==> src/rtl/hazard_pkg.sv <==
// Shared types and constants for the pipeline hazard/forwarding controller.
package hazard_pkg;

  localparam int unsigned REG_ADDR_W = 5;
  localparam int unsigned BUB_CNT_W  = 2;
  localparam int unsigned PERF_CNT_W = 32;

  localparam logic [REG_ADDR_W-1:0] REG_X0 = '0;

  typedef enum logic [1:0] {
    FWD_RF  = 2'b00,
    FWD_MEM = 2'b01,
    FWD_WB  = 2'b10
  } fwd_sel_e;

  typedef enum logic [1:0] {
    RUN      = 2'b00,
    LD_STALL = 2'b01,
    MD_WAIT  = 2'b10
  } hz_state_e;

endpackage

==> src/rtl/hazard_ctrl_fwd_sel_unit.sv <==
// Per-operand EX forward-select: MEM result beats WB result; x0 and in-flight loads never forward from MEM.
module fwd_sel_unit
  import hazard_pkg::*;
#(
  parameter int unsigned ADDR_W = REG_ADDR_W
) (
  input  logic [ADDR_W-1:0] i_rs_addr,
  input  logic [ADDR_W-1:0] i_rd_addr_mem,
  input  logic              i_rd_wren_mem,
  input  logic              i_is_load_mem,
  input  logic [ADDR_W-1:0] i_rd_addr_wb,
  input  logic              i_rd_wren_wb,
  output fwd_sel_e          o_sel
);

  logic mem_hit;
  logic wb_hit;

  assign mem_hit = i_rd_wren_mem && (i_rd_addr_mem != ADDR_W'(REG_X0)) &&
                   (i_rd_addr_mem == i_rs_addr) && !i_is_load_mem;
  assign wb_hit  = i_rd_wren_wb && (i_rd_addr_wb != ADDR_W'(REG_X0)) &&
                   (i_rd_addr_wb == i_rs_addr);

  always_comb begin
    o_sel = FWD_RF;
    if (mem_hit)     o_sel = FWD_MEM;
    else if (wb_hit) o_sel = FWD_WB;
  end

endmodule

==> src/rtl/hazard_ctrl.sv <==
// Hazard/forwarding controller: forward codes, load-use bubbles, mul/div holds, redirect flushes.
// Define HAZARD_PERF_EN to build the stall/flush performance counters; otherwise they read 0.
module hazard_ctrl
  import hazard_pkg::*;
#(
  parameter int unsigned LOAD_BUBBLES = 1,
  parameter int unsigned REG_ADDR_W   = 5
) (
  input  logic                  i_clk,
  input  logic                  i_reset,
  input  logic [REG_ADDR_W-1:0] i_rs1_addr_id,
  input  logic [REG_ADDR_W-1:0] i_rs2_addr_id,
  input  logic                  i_rs1_use_id,
  input  logic                  i_rs2_use_id,
  input  logic [REG_ADDR_W-1:0] i_rs1_addr_ex,
  input  logic [REG_ADDR_W-1:0] i_rs2_addr_ex,
  input  logic [REG_ADDR_W-1:0] i_rd_addr_ex,
  input  logic [REG_ADDR_W-1:0] i_rd_addr_mem,
  input  logic [REG_ADDR_W-1:0] i_rd_addr_wb,
  input  logic                  i_rd_wren_ex,
  input  logic                  i_rd_wren_mem,
  input  logic                  i_rd_wren_wb,
  input  logic                  i_is_load_ex,
  input  logic                  i_is_load_mem,
  input  logic                  i_md_start_ex,
  input  logic                  i_md_done,
  input  logic                  i_redirect_ex,
  output logic [1:0]            o_forward_a,
  output logic [1:0]            o_forward_b,
  output logic                  o_stall_pc,
  output logic                  o_stall_if_id,
  output logic                  o_stall_id_ex,
  output logic                  o_flush_if_id,
  output logic                  o_flush_id_ex,
  output logic                  o_flush_ex_mem,
  output logic                  o_busy,
  output logic [31:0]           o_stall_cnt,
  output logic [31:0]           o_flush_cnt
);

  localparam logic [BUB_CNT_W-1:0] BUB_INIT = BUB_CNT_W'(LOAD_BUBBLES - 1);
  localparam logic                 MULTI_BUB = (LOAD_BUBBLES > 1);

  fwd_sel_e fwd_a;
  fwd_sel_e fwd_b;

  fwd_sel_unit #(.ADDR_W(REG_ADDR_W)) u_fwd_a (
    .i_rs_addr     (i_rs1_addr_ex),
    .i_rd_addr_mem (i_rd_addr_mem),
    .i_rd_wren_mem (i_rd_wren_mem),
    .i_is_load_mem (i_is_load_mem),
    .i_rd_addr_wb  (i_rd_addr_wb),
    .i_rd_wren_wb  (i_rd_wren_wb),
    .o_sel         (fwd_a)
  );

  fwd_sel_unit #(.ADDR_W(REG_ADDR_W)) u_fwd_b (
    .i_rs_addr     (i_rs2_addr_ex),
    .i_rd_addr_mem (i_rd_addr_mem),
    .i_rd_wren_mem (i_rd_wren_mem),
    .i_is_load_mem (i_is_load_mem),
    .i_rd_addr_wb  (i_rd_addr_wb),
    .i_rd_wren_wb  (i_rd_wren_wb),
    .o_sel         (fwd_b)
  );

  assign o_forward_a = fwd_a;
  assign o_forward_b = fwd_b;

  logic load_use;
  assign load_use = i_is_load_ex && i_rd_wren_ex && (i_rd_addr_ex != REG_ADDR_W'(REG_X0)) &&
                    ((i_rs1_use_id && (i_rs1_addr_id == i_rd_addr_ex)) ||
                     (i_rs2_use_id && (i_rs2_addr_id == i_rd_addr_ex)));

  hz_state_e             state_q, state_d;
  logic [BUB_CNT_W-1:0]  bub_q, bub_d;

  always_ff @(posedge i_clk or posedge i_reset) begin
    if (i_reset) begin
      state_q <= RUN;
      bub_q   <= '0;
    end else begin
      state_q <= state_d;
      bub_q   <= bub_d;
    end
  end

  // Stall/flush controls respond in the same cycle as the hazard they cover.
  always_comb begin
    state_d        = state_q;
    bub_d          = bub_q;
    o_stall_pc     = 1'b0;
    o_stall_if_id  = 1'b0;
    o_stall_id_ex  = 1'b0;
    o_flush_if_id  = 1'b0;
    o_flush_id_ex  = 1'b0;
    o_flush_ex_mem = 1'b0;
    unique case (state_q)
      RUN: begin
        if (i_redirect_ex) begin
          o_flush_if_id = 1'b1;
          o_flush_id_ex = 1'b1;
        end else if (load_use) begin
          o_stall_pc    = 1'b1;
          o_stall_if_id = 1'b1;
          o_flush_id_ex = 1'b1;
          if (MULTI_BUB) begin
            state_d = LD_STALL;
            bub_d   = BUB_INIT;
          end
        end else if (i_md_start_ex && !i_md_done) begin
          state_d = MD_WAIT;
        end
      end
      LD_STALL: begin
        o_stall_pc    = 1'b1;
        o_stall_if_id = 1'b1;
        o_flush_id_ex = 1'b1;
        bub_d         = bub_q - BUB_CNT_W'(1);
        if (bub_q == BUB_CNT_W'(1)) state_d = RUN;
      end
      MD_WAIT: begin
        if (i_md_done) begin
          state_d = RUN;
        end else begin
          o_stall_pc     = 1'b1;
          o_stall_if_id  = 1'b1;
          o_stall_id_ex  = 1'b1;
          o_flush_ex_mem = 1'b1;
        end
      end
      default: state_d = RUN;
    endcase
  end

  assign o_busy = (state_q != RUN);

`ifdef HAZARD_PERF_EN
  logic [PERF_CNT_W-1:0] stall_cnt_q, flush_cnt_q;
  logic                  any_flush;

  assign any_flush = o_flush_if_id || o_flush_id_ex || o_flush_ex_mem;

  always_ff @(posedge i_clk or posedge i_reset) begin
    if (i_reset) begin
      stall_cnt_q <= '0;
      flush_cnt_q <= '0;
    end else begin
      if (o_stall_pc) stall_cnt_q <= stall_cnt_q + PERF_CNT_W'(1);
      if (any_flush)  flush_cnt_q <= flush_cnt_q + PERF_CNT_W'(1);
    end
  end

  assign o_stall_cnt = stall_cnt_q;
  assign o_flush_cnt = flush_cnt_q;
`else
  assign o_stall_cnt = '0;
  assign o_flush_cnt = '0;
`endif

endmodule

==> config.mk <==
export PLATFORM = sky130hd
export DESIGN_NAME = hazard_ctrl
export DESIGN_NICKNAME = d
export VERILOG_FILES = /design/src/rtl/hazard_pkg.sv /design/src/rtl/hazard_ctrl_fwd_sel_unit.sv /design/src/rtl/hazard_ctrl.sv
export SDC_FILE = /design/constraint.sdc
export NUM_CORES = 1
export LEC_CHECK = 0
export ABC_CLOCK_PERIOD_IN_PS = 1590
export CAP_MARGIN = 20
export CORE_MARGIN = 2
export CORE_UTILIZATION = 27
export DETAILED_ROUTE_END_ITERATION = 16
export PLACE_DENSITY = 0.79
export REMOVE_ABC_BUFFERS = 1
export SYNTH_ARGS = -nofsm -noshare
export SYNTH_HDL_FRONTEND = slang
export SYNTH_SLANG_ARGS = --single-unit
export TNS_END_PERCENT = 100
==> constraint.sdc <==
create_clock -name i_clk -period 1.59 [get_ports i_clk]
set_clock_uncertainty 0.05 [all_clocks]
set_input_delay 0.159 -clock i_clk [delete_from_list [all_inputs] [get_ports i_clk]]
set_output_delay 0.159 -clock i_clk [all_outputs]
set_load 0.03 [all_outputs]
==> results.txt, run 1 <==
status: finished, violations left
violated checks: setup timing
Syn-to-layout area delta: 64.4%
Max-cap violations: 0
Startpoint Class: input port
Core Area: 3630 um^2
gr usage total: 0.109
largest registers: state_q x1
Synth Area per Inst: 7.77 um^2
setup ws final: -0.133 ns
DRT antenna net count: 0
initial antenna violation count: 0
# rows: 22
ant diodes: 0
Required @ worst endpoint: 1.38 ns
Yosys warning count: 0
Final min period: 1.72 ns
max reg flops: 1
die height: 65.2 um
Pwr Total: 0.000609 W
WL final: 2630 um
reg2reg path depth: 4
first-pass GRT wire length: 3720 um
drt first pass iters: 4
setup tns final: -0.483 ns
Comb power frac: 0.951
synth unique cells: 23
PortBufs: 57
sequential power share: 0.049
crit end category: output pin
num ports: 122
largest family of logic cells by synthesized area: buffers and inverters
share of layout cells above drive strength 1: 0.332
layout net count: 260
Synth Area in XOR/XNOR: 0.260
DRC Markers: 0
Synth Area in Simple Gates: 0.143
initial drt markers: 14
vias in the first global route: 800
worst hold path class: in -> async
Reg with most FFs: state_q
Placed Cells: 254
GPL Wtd Cong: 0.810
crit path DAT: 1.51 ns
fill count: 363
final setup violation count: 6
Die ar.: 4250 um^2
Core Util, Final: 0.457
Max Fclk: 0.580 GHz
crit path kind: in -> out
critical path peak fanout: 2
leak pwr: 0.853 nW
Peak VDD IR: 0.000171 V
adder-cell share of the synthesized area: 0
origin of the critical flop-to-flop path: state_q[1]
sequential area share after synthesis: 0.0248
Hold Vio Cnt, Final: 0
total gr overflow: 0
Avg WL per Cell: 10.2 um
#FFs+latches synth: 1
Slew Limit Fails: 0
pre-CTS setup slack: -0.775 ns
cts hold-fix bufs: 0
Compound-Gate Fraction of Synth Area: 0.0595
r2r setup slk: 0.47 ns
Sw Share: 0.600
Die Span X: 65.2 um
largest net degree at the start of global routing: 5
Clock Power Share: 0
Worst-path clk slew: 0 ns
Int Pwr: 0.000243 W
Via-to-Cell Ratio: 3.60
Post-Syn Area: 1010 um^2
Period Utilization, post-route: 1.08
RSZ-0062 raised after global routing: true
Power Density: 367 nW/um^2
Post-Syn Instances: 130
multiplexer share of the synthesized area: 0
Vias: 932
Crit Reg-Reg Endpoint: state_q[1]
fin cells: 259
Clock Latency Late Sink: 0 ns
Psw: 0.000366 W
DP HPWL: 2180 um
Starting Density: 0.278
## placed cells by master, fill, tap and decap left out
| cell type | instances |
|---|---|
| conb_1 | 64 |
| nand3_1 | 2 |
| o21ai_2 | 1 |
| dlymetal6s2s_1 | 1 |
| dfrtp_1 | 1 |
| nor4_4 | 3 |
| nor4_1 | 2 |
| o21ai_4 | 1 |
| nor3_1 | 2 |
| a21bo_1 | 1 |
| buf_4 | 30 |
| nor2b_1 | 2 |
| clkdlybuf4s15_1 | 7 |
| xnor2_1 | 6 |
| clkdlybuf4s50_1 | 10 |
| xor2_1 | 19 |
| buf_6 | 11 |
| o211ai_1 | 1 |
| inv_1 | 1 |
| xor2_2 | 1 |
| clkdlybuf4s15_2 | 2 |
| and2_1 | 1 |
| nor2b_4 | 1 |
| dlygate4sd2_1 | 15 |
| clkbuf_2 | 2 |
| or4_4 | 4 |
| buf_8 | 2 |
| or3_1 | 1 |
| nor3b_1 | 1 |
| or2_2 | 1 |
| buf_2 | 6 |
| nand3_2 | 1 |
| xnor2_2 | 4 |
| o21bai_1 | 2 |
| a32oi_1 | 1 |
| a21oi_1 | 1 |
## cell usage after synthesis
library cell   n  share of area
or3_1          1         0.0062
and2_0         1         0.0062
xor2_1        20           0.17
o211ai_1       1         0.0074
nor4_2         2          0.025
a32oi_1        1         0.0087
xnor2_1       10          0.087
nor4_1         3          0.019
nor2b_1        3          0.019
nor3_1         2         0.0099
or2_2          1         0.0062
or4_1          4          0.030
conb_1         1         0.0037
a21oi_1        1         0.0050
nor3b_1        1         0.0074
o21ai_1        1         0.0050
dfrtp_1        1          0.025
o21ai_2        1         0.0087
a21bo_1        1         0.0099
buf_4         68           0.51
nand3_1        3          0.015
o21bai_1       2          0.015
inv_1          1         0.0037
## worst max path at each step
stage	startpoint	to	slack (ns)	cells past startpoint
3_3_place_gp	i_rd_addr_ex[2]	o_flush_id_ex	-0.76	6
2_1_floorplan	state_q[1]	o_stall_if_id	-0.72	2
6_report	i_rd_addr_mem[4]	o_forward_a[1]	-0.13	7
3_5_place_dp	i_rd_addr_ex[3]	o_flush_id_ex	-0.78	6
4_1_cts	i_rd_addr_wb[0]	o_forward_b[1]	-0.17	6
5_1_grt	i_rd_addr_mem[4]	o_forward_a[1]	-0.17	7
## worst max-delay path: stages
cell and delay (ns):
buf_6 0.09, or4_4 0.55, o21ai_4 0.19, buf_6 0.13, nor4_4 0.03, nor3_1 0.18, buf_4 0.18
## logic make-up (layout without fill, tap and decap cells)
kind of cell / after synthesis / count (layout)
AO/OA/AOI/OAI: 8 / 8
other: 1 / 64
XOR/XNOR: 30 / 30
flip-flops: 1 / 1
buffers and inverters: 69 / 87
AND/OR/NAND/NOR: 21 / 21
## power groups by stage
stage                     combinational (W)  sequential, W  clock [W]
after floorplan                    0.000312      0.0000375          0
after global placement             0.000545      0.0000300          0
after detailed placement           0.000547      0.0000301          0
after CTS                          0.000565      0.0000301          0
after global routing               0.000613      0.0000308          0
final                              0.000579      0.0000300          0
## layer usage
layer | vias up | wire (um) | track usage
met5 | - | 0 | 0
met4 | 0 | 0 | 0
met3 | 0 | 231 | 0.00685
met2 | 60 | 1510 | 0.232
met1 | 416 | 893 | 0.124
li1 | 456 | - | -
## through the flow
| step | hold WS [ns] | cell area [um^2] |
|---|---|---|
| detailed placement | 0.257 | 1520 |
| global placement | 0.253 | 1520 |
| finish | 0.254 | 1660 |
| global route | 0.275 | 1660 |
| floorplan | -0.162 | 736 |
| CTS | 0.257 | 1630 |
## final cells by class
class / instances / area [um^2] / area share
tap: 48 / 60.1 / 0.0362
inverter: 1 / 3.75 / 0.00226
sequential: 1 / 25.0 / 0.0151
timing repair buffer: 86 / 756 / 0.455
multi-input combinational: 123 / 816 / 0.491
## repair_timing
item                                    CTS  global route
pin swaps                                21            12
buffers inserted                          4             1
endpoints found under the setup margin    8             7
gates resized for setup                 112            11
(Power assumes the default switching activity.)
==> run 2, diff against run 1 <==
--- a/config.mk
+++ b/config.mk
@@ -7,6 +7,7 @@
 export LEC_CHECK = 0
 export ABC_CLOCK_PERIOD_IN_PS = 1590
 export CAP_MARGIN = 20
+export CORE_ASPECT_RATIO = 0.9
 export CORE_MARGIN = 2
 export CORE_UTILIZATION = 27
 export DETAILED_ROUTE_END_ITERATION = 16
==> run 2 against run 1 <==
Effect of this change: the flow still finishes with violations (setup timing); total power up 0.82%; cell count down 0.39%; sequential power up 8.3%; flip-flop and latch count unchanged.
==> results.txt, run 2 (same netlist as run 1, synthesis figures left out) <==
status: finished, violations left
violated checks: setup timing
initial antenna violation count: 0
Required @ worst endpoint: 1.38 ns
Core Area: 3650 um^2
Starting Density: 0.276
Max Fclk: 0.591 GHz
most frequent cells in the layout: 64 x conb_1, 33 x buf_4, 20 x xor2_1
Avg WL per Cell: 10.8 um
Comb power frac: 0.947
PortBufs: 57
DRT antenna net count: 0
largest net degree at the start of global routing: 6
crit path kind: in -> out
DRC Markers: 0
DP HPWL: 2290 um
RSZ-0062 raised after global routing: true
share of layout cells above drive strength 1: 0.349
cts hold-fix bufs: 0
drt first pass iters: 3
Clock Power Share: 0
worst hold path class: in -> async
Die ar.: 4250 um^2
# rows: 21
final setup violation count: 4
gr usage total: 0.116
die height: 62.0 um
crit path DAT: 1.48 ns
Slew Limit Fails: 0
Period Utilization, post-route: 1.06
reg2reg path depth: 3
Worst-path clk slew: 0 ns
Syn-to-layout area delta: 62.3%
Sw Share: 0.600
fill count: 377
sequential power share: 0.053
max reg flops: 1
Via-to-Cell Ratio: 3.62
commonest non-fill, non-tap cell in the layout: conb_1
Peak VDD IR: 0.000122 V
initial drt markers: 22
leak pwr: 0.855 nW
Power Density: 375 nW/um^2
total gr overflow: 0
num ports: 122
crit end category: output pin
Max-cap violations: 0
Startpoint Class: input port
DP Area: 1550 um^2
Core Util, Final: 0.449
Die Span X: 68.5 um
register area: 25.0 um^2
Int Pwr: 0.000245 W
first-pass GRT wire length: 3750 um
GPL Wtd Cong: 0.751
area of the multi-input gates: 817 um^2
Design Area, Final: 1640 um^2
ant diodes: 0
critical path peak fanout: 3
Final min period: 1.69 ns
Reg with most FFs: state_q
Vias: 933
vias in the first global route: 832
layout net count: 261
Hold Vio Cnt, Final: 0
Psw: 0.000368 W
setup ws final: -0.103 ns
Clock Latency Late Sink: 0 ns
largest registers: state_q x1
WL final: 2780 um
-- run 2: changes by cell type in the layout (fill, tap and decap cells not counted), sizes merged --
cell	change
dlymetal6s2s	+2
dlygate4sd2	-3
clkdlybuf4s15	-2
buf	+4
-- run 2: final cells by class --
| class | count | area share |
|---|---|---|
| Inverter | 1 | 0.00229 |
| Multi-Input combinational cell | 123 | 0.498 |
| Sequential cell | 1 | 0.0153 |
| Tap cell | 46 | 0.0351 |
| Timing Repair Buffer | 87 | 0.449 |
-- run 2: routing by layer --
layer | vias to the layer above | wire length [um] | GRT usage
li1 | 461 | - | -
met1 | 431 | 974 | 0.137
met2 | 41 | 1620 | 0.240
met3 | 0 | 182 | 0.00541
met4 | 0 | 0 | 0.00286
met5 | - | 0 | 0
-- run 2: worst paths after layout --
| kind | to | from | slack [ns] |
|---|---|---|---|
| worst min register to register | state_q[1] | state_q[1] | 0.90 |
| worst max register to register | state_q[1] | state_q[1] | 0.51 |
| max in group asynchronous | state_q[1] | i_reset | 1.14 |
| min in group i_clk | o_forward_a[0] | i_is_load_mem | 0.74 |
| worst min-delay path | state_q[1] | i_reset | 0.26 |
| worst max-delay path | o_stall_if_id | i_rd_addr_ex[1] | -0.10 |
-- run 2: what timing repair did --
action | CTS | global route
hold endpoints to repair | 0 | 0
pin swaps | 20 | 11
setup endpoints to repair | 8 | 8
resized for setup | 110 | 21
setup buffers | 2 | 2
-- run 2: power groups by stage --
stage	sequential (W)	combinational [W]	clock, W
floorplan	0.0000375	0.000312	0
global placement	0.0000320	0.000551	0
detailed placement	0.0000322	0.000553	0
CTS	0.0000324	0.000551	0
global route	0.0000333	0.000623	0
finish	0.0000325	0.000581	0
-- run 2: metrics by stage --
step                      total power [W]  worst slack (ns)  setup TNS, ns  hold WS, ns  instances
after floorplan                  0.000350            -0.723          -2.74       -0.162        125
after global placement           0.000583            -0.781          -3.88        0.250        255
after detailed placement         0.000586            -0.880          -4.09        0.258        255
after CTS                        0.000583           -0.0968         -0.450        0.265        256
after global routing             0.000656            -0.181         -0.687        0.288        258
final                            0.000614            -0.103         -0.408        0.262        258
-- run 2: critical path, cell delays in order --
cell      delay [ns]
buf_2           0.13
buf_4           0.13
xor2_1          0.15
nor4_1          0.26
a32oi_1         0.16
buf_4           0.17
o21bai_4        0.17
buf_6           0.15
